File: config.mk
export PLATFORM = sky130hd
export DESIGN_NAME = iomem_copy_master
export DESIGN_NICKNAME = d
export VERILOG_FILES = /design/src/rtl/iomem_pkg.sv /design/src/rtl/iomem_watchdog.sv /design/src/rtl/iomem_copy_master.sv
export SDC_FILE = /design/constraint.sdc
export NUM_CORES = 1
export LEC_CHECK = 0
export CAP_MARGIN = 20
export CORE_MARGIN = 5
export CORE_UTILIZATION = 40
export DETAILED_ROUTE_END_ITERATION = 10
export GPL_TIMING_DRIVEN = 0
export PLACE_DENSITY = 0.69
export SLEW_MARGIN = 25
export SYNTH_ARGS = -nofsm -noshare
export SYNTH_HDL_FRONTEND = slang
export SYNTH_SLANG_ARGS = --single-unit
File: constraint.sdc
create_clock -name clk_wiz_o -period 4.32 [get_ports clk_wiz_o]
set_input_delay 1.296 -clock clk_wiz_o [delete_from_list [all_inputs] [get_ports clk_wiz_o]]
set_output_delay 1.296 -clock clk_wiz_o [all_outputs]
set_load 0.1 [all_outputs]
File: src/rtl/iomem_pkg.sv
// Shared definitions for the iomem initiator: state encoding, strobe codes
// and the board memory map.
package iomem_pkg;

  typedef enum logic [2:0] {
    ST_IDLE  = 3'd0,
    ST_RD    = 3'd1,
    ST_GAP_R = 3'd2,
    ST_WR    = 3'd3,
    ST_GAP_W = 3'd4,
    ST_FIN   = 3'd5
  } state_e;

  localparam logic [3:0]  WSTRB_READ    = 4'h0;
  localparam logic [3:0]  WSTRB_WORD    = 4'hF;

  localparam logic [31:0] MAIN_MEM_BASE = 32'h4000_0000;
  localparam logic [31:0] MAIN_MEM_MASK = 32'h00FF_FFFF;
  localparam logic [31:0] TIMER_LO_ADDR = 32'h3000_0000;
  localparam logic [31:0] TIMER_HI_ADDR = 32'h3000_0004;

endpackage

File: src/rtl/iomem_watchdog.sv
// Counts cycles a request has been waiting for ready; flags expiry in the
// last waiting cycle so the engine can drop valid on the following cycle.
module iomem_watchdog #(
  parameter int TIMEOUT_CYCLES = 64
) (
  input  logic clk_wiz_o,
  input  logic rst_n,
  input  logic valid,
  input  logic ready,
  output logic expired
);

  localparam int CW = $clog2(TIMEOUT_CYCLES + 1);

  logic [CW-1:0] cnt_q;

  // Wait counter: restarts whenever no request is pending or one completes.
  always_ff @(posedge clk_wiz_o) begin
    if (!rst_n)                cnt_q <= '0;
    else if (!valid || ready)  cnt_q <= '0;
    else                       cnt_q <= cnt_q + CW'(1);
  end

  // Fires in the TIMEOUT_CYCLES-th consecutive cycle of valid without ready.
  assign expired = valid && !ready && (cnt_q == CW'(TIMEOUT_CYCLES - 1));

endmodule

File: src/rtl/iomem_copy_master.sv
// Word block-copy / block-fill initiator for the iomem handshake.
// Every output is a flop; bus fields are loaded on entry to RD/WR and held
// while valid is high.
module iomem_copy_master import iomem_pkg::*; #(
  parameter int LEN_W          = 16,
  parameter int TIMEOUT_CYCLES = 64
) (
  input  logic             clk_wiz_o,
  input  logic             rst_n,
  input  logic             start_i,
  input  logic             mode_i,
  input  logic [31:0]      src_addr_i,
  input  logic [31:0]      dst_addr_i,
  input  logic [LEN_W-1:0] len_i,
  input  logic [31:0]      fill_data_i,
  output logic             busy_o,
  output logic             done_o,
  output logic             err_o,
  output logic [LEN_W-1:0] words_done_o,
  output logic             iomem_valid_o,
  input  logic             iomem_ready_i,
  output logic [3:0]       iomem_wstrb_o,
  output logic [31:0]      iomem_addr_o,
  output logic [31:0]      iomem_wdata_o,
  input  logic [31:0]      iomem_rdata_i
);

  state_e           state_q, state_d;
  logic             mode_q;
  logic [31:0]      src_q, dst_q, fill_q, data_q;
  logic [LEN_W-1:0] len_q, cnt_inc;
  logic             hs, expired;
  logic [31:0]      src_entry, dst_entry, wdata_entry;

  assign hs      = iomem_valid_o && iomem_ready_i;
  assign cnt_inc = words_done_o + LEN_W'(1);

  // Bus fields for the transaction about to start: straight from the inputs
  // when leaving IDLE, otherwise from the running registers.
  assign src_entry   = (state_q == ST_IDLE) ? (src_addr_i & ~32'h3) : src_q;
  assign dst_entry   = (state_q == ST_IDLE) ? (dst_addr_i & ~32'h3) : dst_q;
  assign wdata_entry = (state_q == ST_IDLE) ? fill_data_i
                     : (mode_q ? fill_q : data_q);

  iomem_watchdog #(.TIMEOUT_CYCLES(TIMEOUT_CYCLES)) u_wdog (
    .clk_wiz_o (clk_wiz_o),
    .rst_n     (rst_n),
    .valid     (iomem_valid_o),
    .ready     (iomem_ready_i),
    .expired   (expired)
  );

  // Next-state logic; timeout overrides the handshake in both bus states.
  always_comb begin
    state_d = state_q;
    case (state_q)
      ST_IDLE:  if (start_i) state_d = (len_i == '0) ? ST_FIN
                                     : (mode_i ? ST_WR : ST_RD);
      ST_RD:    if (expired) state_d = ST_FIN;
                else if (hs) state_d = ST_GAP_R;
      ST_GAP_R: state_d = ST_WR;
      ST_WR:    if (expired) state_d = ST_FIN;
                else if (hs) state_d = (cnt_inc == len_q) ? ST_FIN : ST_GAP_W;
      ST_GAP_W: state_d = mode_q ? ST_WR : ST_RD;
      ST_FIN:   state_d = ST_IDLE;
      default:  state_d = ST_IDLE;
    endcase
  end

  // State, registered outputs and datapath.
  always_ff @(posedge clk_wiz_o) begin
    if (!rst_n) begin
      state_q       <= ST_IDLE;
      busy_o        <= 1'b0;
      done_o        <= 1'b0;
      err_o         <= 1'b0;
      words_done_o  <= '0;
      iomem_valid_o <= 1'b0;
      iomem_wstrb_o <= WSTRB_READ;
      iomem_addr_o  <= '0;
      iomem_wdata_o <= '0;
      mode_q        <= 1'b0;
      src_q         <= '0;
      dst_q         <= '0;
      len_q         <= '0;
      fill_q        <= '0;
      data_q        <= '0;
    end else begin
      state_q       <= state_d;
      busy_o        <= (state_d != ST_IDLE);
      done_o        <= (state_q == ST_FIN);
      iomem_valid_o <= (state_d == ST_RD) || (state_d == ST_WR);

      if (state_q == ST_IDLE && start_i) begin
        mode_q       <= mode_i;
        src_q        <= src_addr_i & ~32'h3;
        dst_q        <= dst_addr_i & ~32'h3;
        len_q        <= len_i;
        fill_q       <= fill_data_i;
        err_o        <= 1'b0;
        words_done_o <= '0;
      end

      if (state_d == ST_RD && state_q != ST_RD) begin
        iomem_addr_o  <= src_entry;
        iomem_wstrb_o <= WSTRB_READ;
      end
      if (state_d == ST_WR && state_q != ST_WR) begin
        iomem_addr_o  <= dst_entry;
        iomem_wstrb_o <= WSTRB_WORD;
        iomem_wdata_o <= wdata_entry;
      end

      if (state_q == ST_RD && hs) begin
        data_q <= iomem_rdata_i;
        src_q  <= src_q + 32'd4;
      end
      if (state_q == ST_WR && hs) begin
        dst_q        <= dst_q + 32'd4;
        words_done_o <= cnt_inc;
      end

      if (expired) err_o <= 1'b1;
    end
  end

endmodule

### After elaboration in Yosys (flattened, before gate mapping)

Cells that the tools add are included.

* word-level logic and storage cells: 78
* output and inout bits: 88
* register bits after elaboration: 243

* equal/unequal tests: 11
* reduce and logical (&&, ||, !) cells: 20
* multiplexer cells: 26
* $add $sub $neg: 4
* bitwise operators: 1

Operators by type and width (number)
* $mux 32: 10
* $add 32x3->32 const B: 2
* $mux 16: 2
* $mux 3: 6
* $add 16x1->16 const B: 1
* $eq 16x16->1: 1
* $logic_not 16->1: 1
* $pmux 3 s5: 1
* $eq 3x2->1 const B: 3
* $logic_and 1x1->1: 8
* $mux 4: 2
* $reduce_bool 2->1: 4
* $add 7x1->7 const B: 1
* $eq 7x6->1 const B: 1
* $eq 3x1->1 const B: 2
* $eq 3x3->1 const B: 2
* $mux 2: 2
* $logic_not 3->1: 1
* $mux 1: 3
* $ne 3x1->1 const B: 1
* $ne 3x2->1 const B: 1
* $reduce_bool 3->1: 1
* $logic_not 1->1: 2
* $logic_or 1x1->1: 2
* 2 further kinds: 2

### Logic depth before layout (Yosys ltp)

* depth in word-level cells: 10
* gate-level depth with buffers: 10

### Hierarchy

From an unflattened synthesis, not the netlist that was laid out.

* cells, all modules: 1459
* area total of the unflattened synthesis: 11666.2 sq um

Modules (own cells, without submodules)
* iomem_copy_master: times used 1, cells each 1428, area an instance 11389.7 sq um, sequential area each 4564.4 sq um
* iomem_watchdog: times used 1, cells each 31, area an instance 276.5 sq um, sequential area each 140.1 sq um

### Worst setup path before layout

No wires, ideal clock.

* kind: in2reg
* start: in iomem_ready_i
* end: reg iomem_addr_o[15]
* arrival: 2975 ps
* required time: 4229 ps
* stages: 8
* setup time: 91 ps
* path buffers: 2
* setup slack: 1254 ps
* cell sequence: or3b_2 > nor4_1 > a211oi_2 > and3_1 > buf_2 > and2_1 > buf_2 > a311oi_1

* cells in the longest elaborated chain, start to end: 8
* elaborated cells on any way between the ends: 15
* classes of those cells: 2 x eq/ne; 6 x mux; 7 x reduce/logical

RTL lines
* start: declaration: line iomem_copy_master.sv:21 `input logic iomem_ready_i,`
* $logic_not 1->1: line iomem_watchdog.sv:25 `assign expired = valid && !ready && (cnt_q == CW'(TIMEOUT_CYCLES - 1));`
* $logic_and 1x1->1 (2 in series): line iomem_watchdog.sv:25
* $mux 3, on equally long branches: line iomem_copy_master.sv:62, iomem_copy_master.sv:59
* $pmux 3 s5 *: line iomem_copy_master.sv:56 `case (state_q)`
* $eq 3x2->1 / $eq 3x1->1 (equally long branches): line iomem_copy_master.sv:108, iomem_copy_master.sv:104
* $logic_and 1x1->1, on equally long branches: line iomem_copy_master.sv:108, iomem_copy_master.sv:104
* $mux 32 / $reduce_bool 2->1 (equally long branches)
* end signal: assignment: line iomem_copy_master.sv:105 `iomem_addr_o <= src_entry;`
* end signal: assignment: line iomem_copy_master.sv:109 `iomem_addr_o <= dst_entry;`
* end: declaration: line iomem_copy_master.sv:23 `output logic [31:0] iomem_addr_o,`

Every way passes the cells marked *; elsewhere a longest branch is shown, timed or not.
A chain may end at the register's enable or synchronous reset.

### Worst setup path in the final report

* start: in len_i[2]
* end: reg iomem_addr_o[14]

* cells in the longest elaborated chain, start to end: 7
* elaborated cells on any way between the ends: 10
* classes of those cells: 2 x eq/ne; 4 x mux; 4 x reduce/logical

RTL lines
* start: declaration: line iomem_copy_master.sv:14 `input logic [LEN_W-1:0] len_i,`
* $logic_not 16->1 *: line iomem_copy_master.sv:57 `ST_IDLE: if (start_i) state_d = (len_i == '0) ? ST_FIN`
* $mux 3 * (2 in series): line iomem_copy_master.sv:57
* $pmux 3 s5 *: line iomem_copy_master.sv:56
* $eq 3x2->1 / $eq 3x1->1 (equally long branches): line iomem_copy_master.sv:108, iomem_copy_master.sv:104
* $logic_and 1x1->1, on equally long branches: line iomem_copy_master.sv:108, iomem_copy_master.sv:104
* $mux 32 / $reduce_bool 2->1 (equally long branches)

Marks and branches as above.

==> metrics.md <==
| Metric | Value |
|---|---|
| Worst setup path class | `in -> reg` |
| Fillers | `2689` |
| Synth area leader | `dfxtp_1` |
| Yosys reg bits | `235` |
| Post-CTS sizing | `0` |
| Crit-path most repeated cell | `clkbuf_1` |
| Worst-path clk slew | `0.06 ns` |
| Drt pass-1 iters | `8` |
| Ranking of synthesized cells by area | `dfxtp_1 41%, nand2_1 8.5%, a21oi_1 7.8%` |
| Switch Pwr | `between 2000 and 2500 µW` |
| Worst hold path depth | `2` |
| Die area | `0.03236 mm²` |
| Setup tns final | `0 ns` |
| First-pass GRT wire length | `68840 µm` |
| Hold WC Path Type | `reg -> reg` |
| Num Clock Sinks | `235` |
| Top-count cell post-synth | `nand2_1` |
| Max-Cap Viols | `0` |
| RSZ-0062 raised after global routing | `no` |
| Gp weighted congestion | `0.9551` |
| Pin count of the biggest net entering global routing | `14` |
| Post-route DRC | `0` |
| Antenna violations before repair | `4` |
| Number of synthesis warnings | `0` |
| Top routing layer used | `met5` |
| Post-CTS Setup Bufs | `0` |
| Cell Area, Synth | `between 0.01 and 0.015 mm²` |
| Worst skew pair latency | `roughly 0.54 ns` |
| Number of global-route vias before repair | `11940` |
| Endpoints failing setup | `0` |
| Final net count | `approximately 1900` |
| Design area | `0.01521 mm²` |
| CTS buffer count | `27` |
| Slowest-stage cell, CP | `clkbuf_1` |
| Hold-fix buffers at CTS | `0` |
| I/O pins | `approximately 240` |
| Netlist cell types | `75` |
| Post-synth EDFFs | `0` |
| CTS Buffer Depth | `3` |
| Hold Crit Endpoint | `data_q[10]$_SDFFE_PN0P_` |
| Chip height | `179.9 µm` |
| CTS tree | `done` |
| Fin crit period | `3.947 ns` |
| FF-to-FF End | `iomem_addr_o[14]$_SDFFE_PN0P_` |
| Int Pwr | `4136 µW` |
| Root buffer cell | `clkbuf_16` |
| Area share of the largest cell type after synthesis | `0.4075` |
| Critical Path Max Stage Delay | `0.73 ns` |
| Die W | `~180 µm` |
| Sw Ratio | `0.3531` |
| Synth cell count leaders | `262 x nand2_1, 235 x dfxtp_1, 181 x a21oi_1` |
| Fin. Hold Viols | `0` |
| Crit-path max FO | `10` |
| Cell Rows | `62` |
| Starting DRT DRC Count | `1154` |
| Tot GR Track Use | `0.2639` |
| Maximum vdd drop | `0.3693 mV` |
| Comb power frac | `0.270` |
| Async set-reset flop share out of synthesis | `0` |
| Worst EP arrival | `4.33 ns` |
| Slew HR | `0.2786` |
| Reg2Reg Depth | `8` |
| Detail Route Antenna Nets | `0` |
| Hold Slack | `~0.45 ns` |
| Fin util | `0.5312` |
| Core ar. | `0.02863 mm²` |
| Vias/cell | `5.750` |
| Worst Path Required | `4.70 ns` |
| Initial core utilization | `0.4033` |
| Dpl hpwl | `between 30000 and 40000 µm` |
| Cells after Synth | `1465` |
| Min-Delay Startpoint | `data_q[10]$_SDFFE_PN0P_` |
| Sequence of cells on the critical path | `clkdlybuf4s50_1 -> nor4_1 -> and4_1 -> o41a_1 -> buf_2 -> clkbuf_1 -> clkbuf_1 -> o221ai_1` |
| R2R setup slack | `1.40 ns` |
| CP Depth | `8` |
| Fmax | `253.3 MHz` |
| Worst Setup SP | `len_i[2]` |
| CP top delay family | `buffers and inverters` |
| Layout cells sized above 1 | `0.06071` |
| Syn_area_per_cell | `7.880 µm²` |
| Routed WL | `about 45000 µm` |
| Wire length on met2 | `20100 µm` |
| GRT overflow | `0` |
| Via count | `about 12000` |
| Synth-to-Final Area Change | `31.71%` |
| Post-Place Cell Area | `0.01434 mm²` |
| Leakage | `0.005142 µW` |
| Syn nets | `approximately 1600` |
| Status | `finished, final reports clean` |
| Startpoint types | `input port` |
| Post-synth top flop | `dfxtp_1` |
| Fin crit share | `0.9137` |
| IO buf count | `~230` |
| Htree depth | `1` |
| Met3 WL | `4422 µm` |
| Clock share of power | `0.345` |
| Sequential-to-total area share from yosys stat | `0.4075` |
| Measured slew at the worst slew-check pin | `1.079 ns` |
| Critical path capture point type | `flip-flop` |
| Avg WL per Cell | `between 20 and 25 µm` |
| Met1 wire length | `18280 µm` |
| Share of total power in sequential cells | `0.384` |
| Slew Limit Fails | `0` |
| Clock skew | `between 0.01 and 0.015 ns` |
| R2R Path Start | `state_q[0]$_SDFF_PN0_` |
| Power density cells | `between 400 and 500 mW/mm²` |
| CP bufs+invs | `4` |
logic make-up (layout without fill, tap and decap cells):
group	count (synthesis)	in the layout	share of synthesized area
AO/OA/AOI/OAI	412	412	0.2171
XOR/XNOR	28	28	0.02124
adder cells (fa/ha/maj)	4	4	0.004335
buffers and inverters	133	414	0.05050
flip-flops	235	235	0.4075
multiplexers	61	61	0.06936
other	0	2	0
AND/OR/NAND/NOR	592	592	0.2300
power by group through the flow:
stage                     combinational [µW]  clock, µW  sequential [µW]
after CTS                               1720       2230             2450
final                                   1730       2210             2460
after floorplan                          654          0             2950
after global routing                    1820       2330             2480
after global placement                  1690          0             2490
after detailed placement                1710          0             2500
per-stage QoR:
stage	instances	worst slack [ns]	total power, µW
floorplan	1465	1.254	3608
global placement	2080	-0.06201	4187
detailed placement	2080	-0.1615	4208
CTS	2130	0.3967	6401
global route	2131	0.2513	6626
finish	2132	0.3728	6394
metal layers:
metal  GRT usage  vias to the layer above
met4      0.1058                        6
met3     0.06993                      140
met1      0.3397                     5750
met2      0.4233                      604
met5           0                        -
li1            -                     5760
cell type report:
cell class	count	area (µm²)	share of cell area
diodes	2	5.005	0.0003291
well taps	384	480.5	0.03160
repair buffers	231	2312	0.1521
clock buffers	40	794.5	0.05225
plain buffers	120	534.3	0.03514
flip-flops and latches	235	4705	0.3094
inverters	13	48.80	0.003209
clock inverters	10	63.81	0.004197
multi-input cells	1097	6262	0.4118
registers in the layout, indices dropped and copies added (netlist names), 16 cells and up:
name,flops
len_q,16
dst_q,30
fill_q,32
data_q,32
words_done_o,16
iomem_addr_o,31
iomem_wdata_o,32
src_q,30
worst max path at each step:
stage	to	slack (ns)
2_1_floorplan	iomem_addr_o[15]$_SDFFE_PN0P_	1.25
3_3_place_gp	iomem_addr_o[14]$_SDFFE_PN0P_	-0.06
3_5_place_dp	iomem_wdata_o[31]$_SDFFE_PN0P_	-0.16
4_1_cts	iomem_addr_o[14]$_SDFFE_PN0P_	0.40
5_1_grt	iomem_wdata_o[0]$_SDFFE_PN0P_	0.25
6_report	iomem_addr_o[14]$_SDFFE_PN0P_	0.37
worst reg2reg max path, stage by stage (launching register included):
cell       delay, ns
dfxtp_1         0.36
buf_2           0.23
nand4bb_1       0.16
o31a_1          0.14
o41a_1          0.12
buf_2           0.23
clkbuf_1        0.74
clkbuf_1        0.60
o221ai_1        0.19
placed cells by master, fill, tap and decap left out, drive strengths merged, types with 14 or more instances in the layout:
cell type	count
nand3	40
o21ai	83
inv	14
mux4	15
nand4	18
nor3	30
dfxtp	235
a211oi	47
a311oi	14
clkdlybuf4s50	231
clkbuf	134
nor2	165
nand2	262
nor4	22
a21oi	181
mux2i	44
xnor2	20
buf	26
Power figures use the tool's default switching activity.
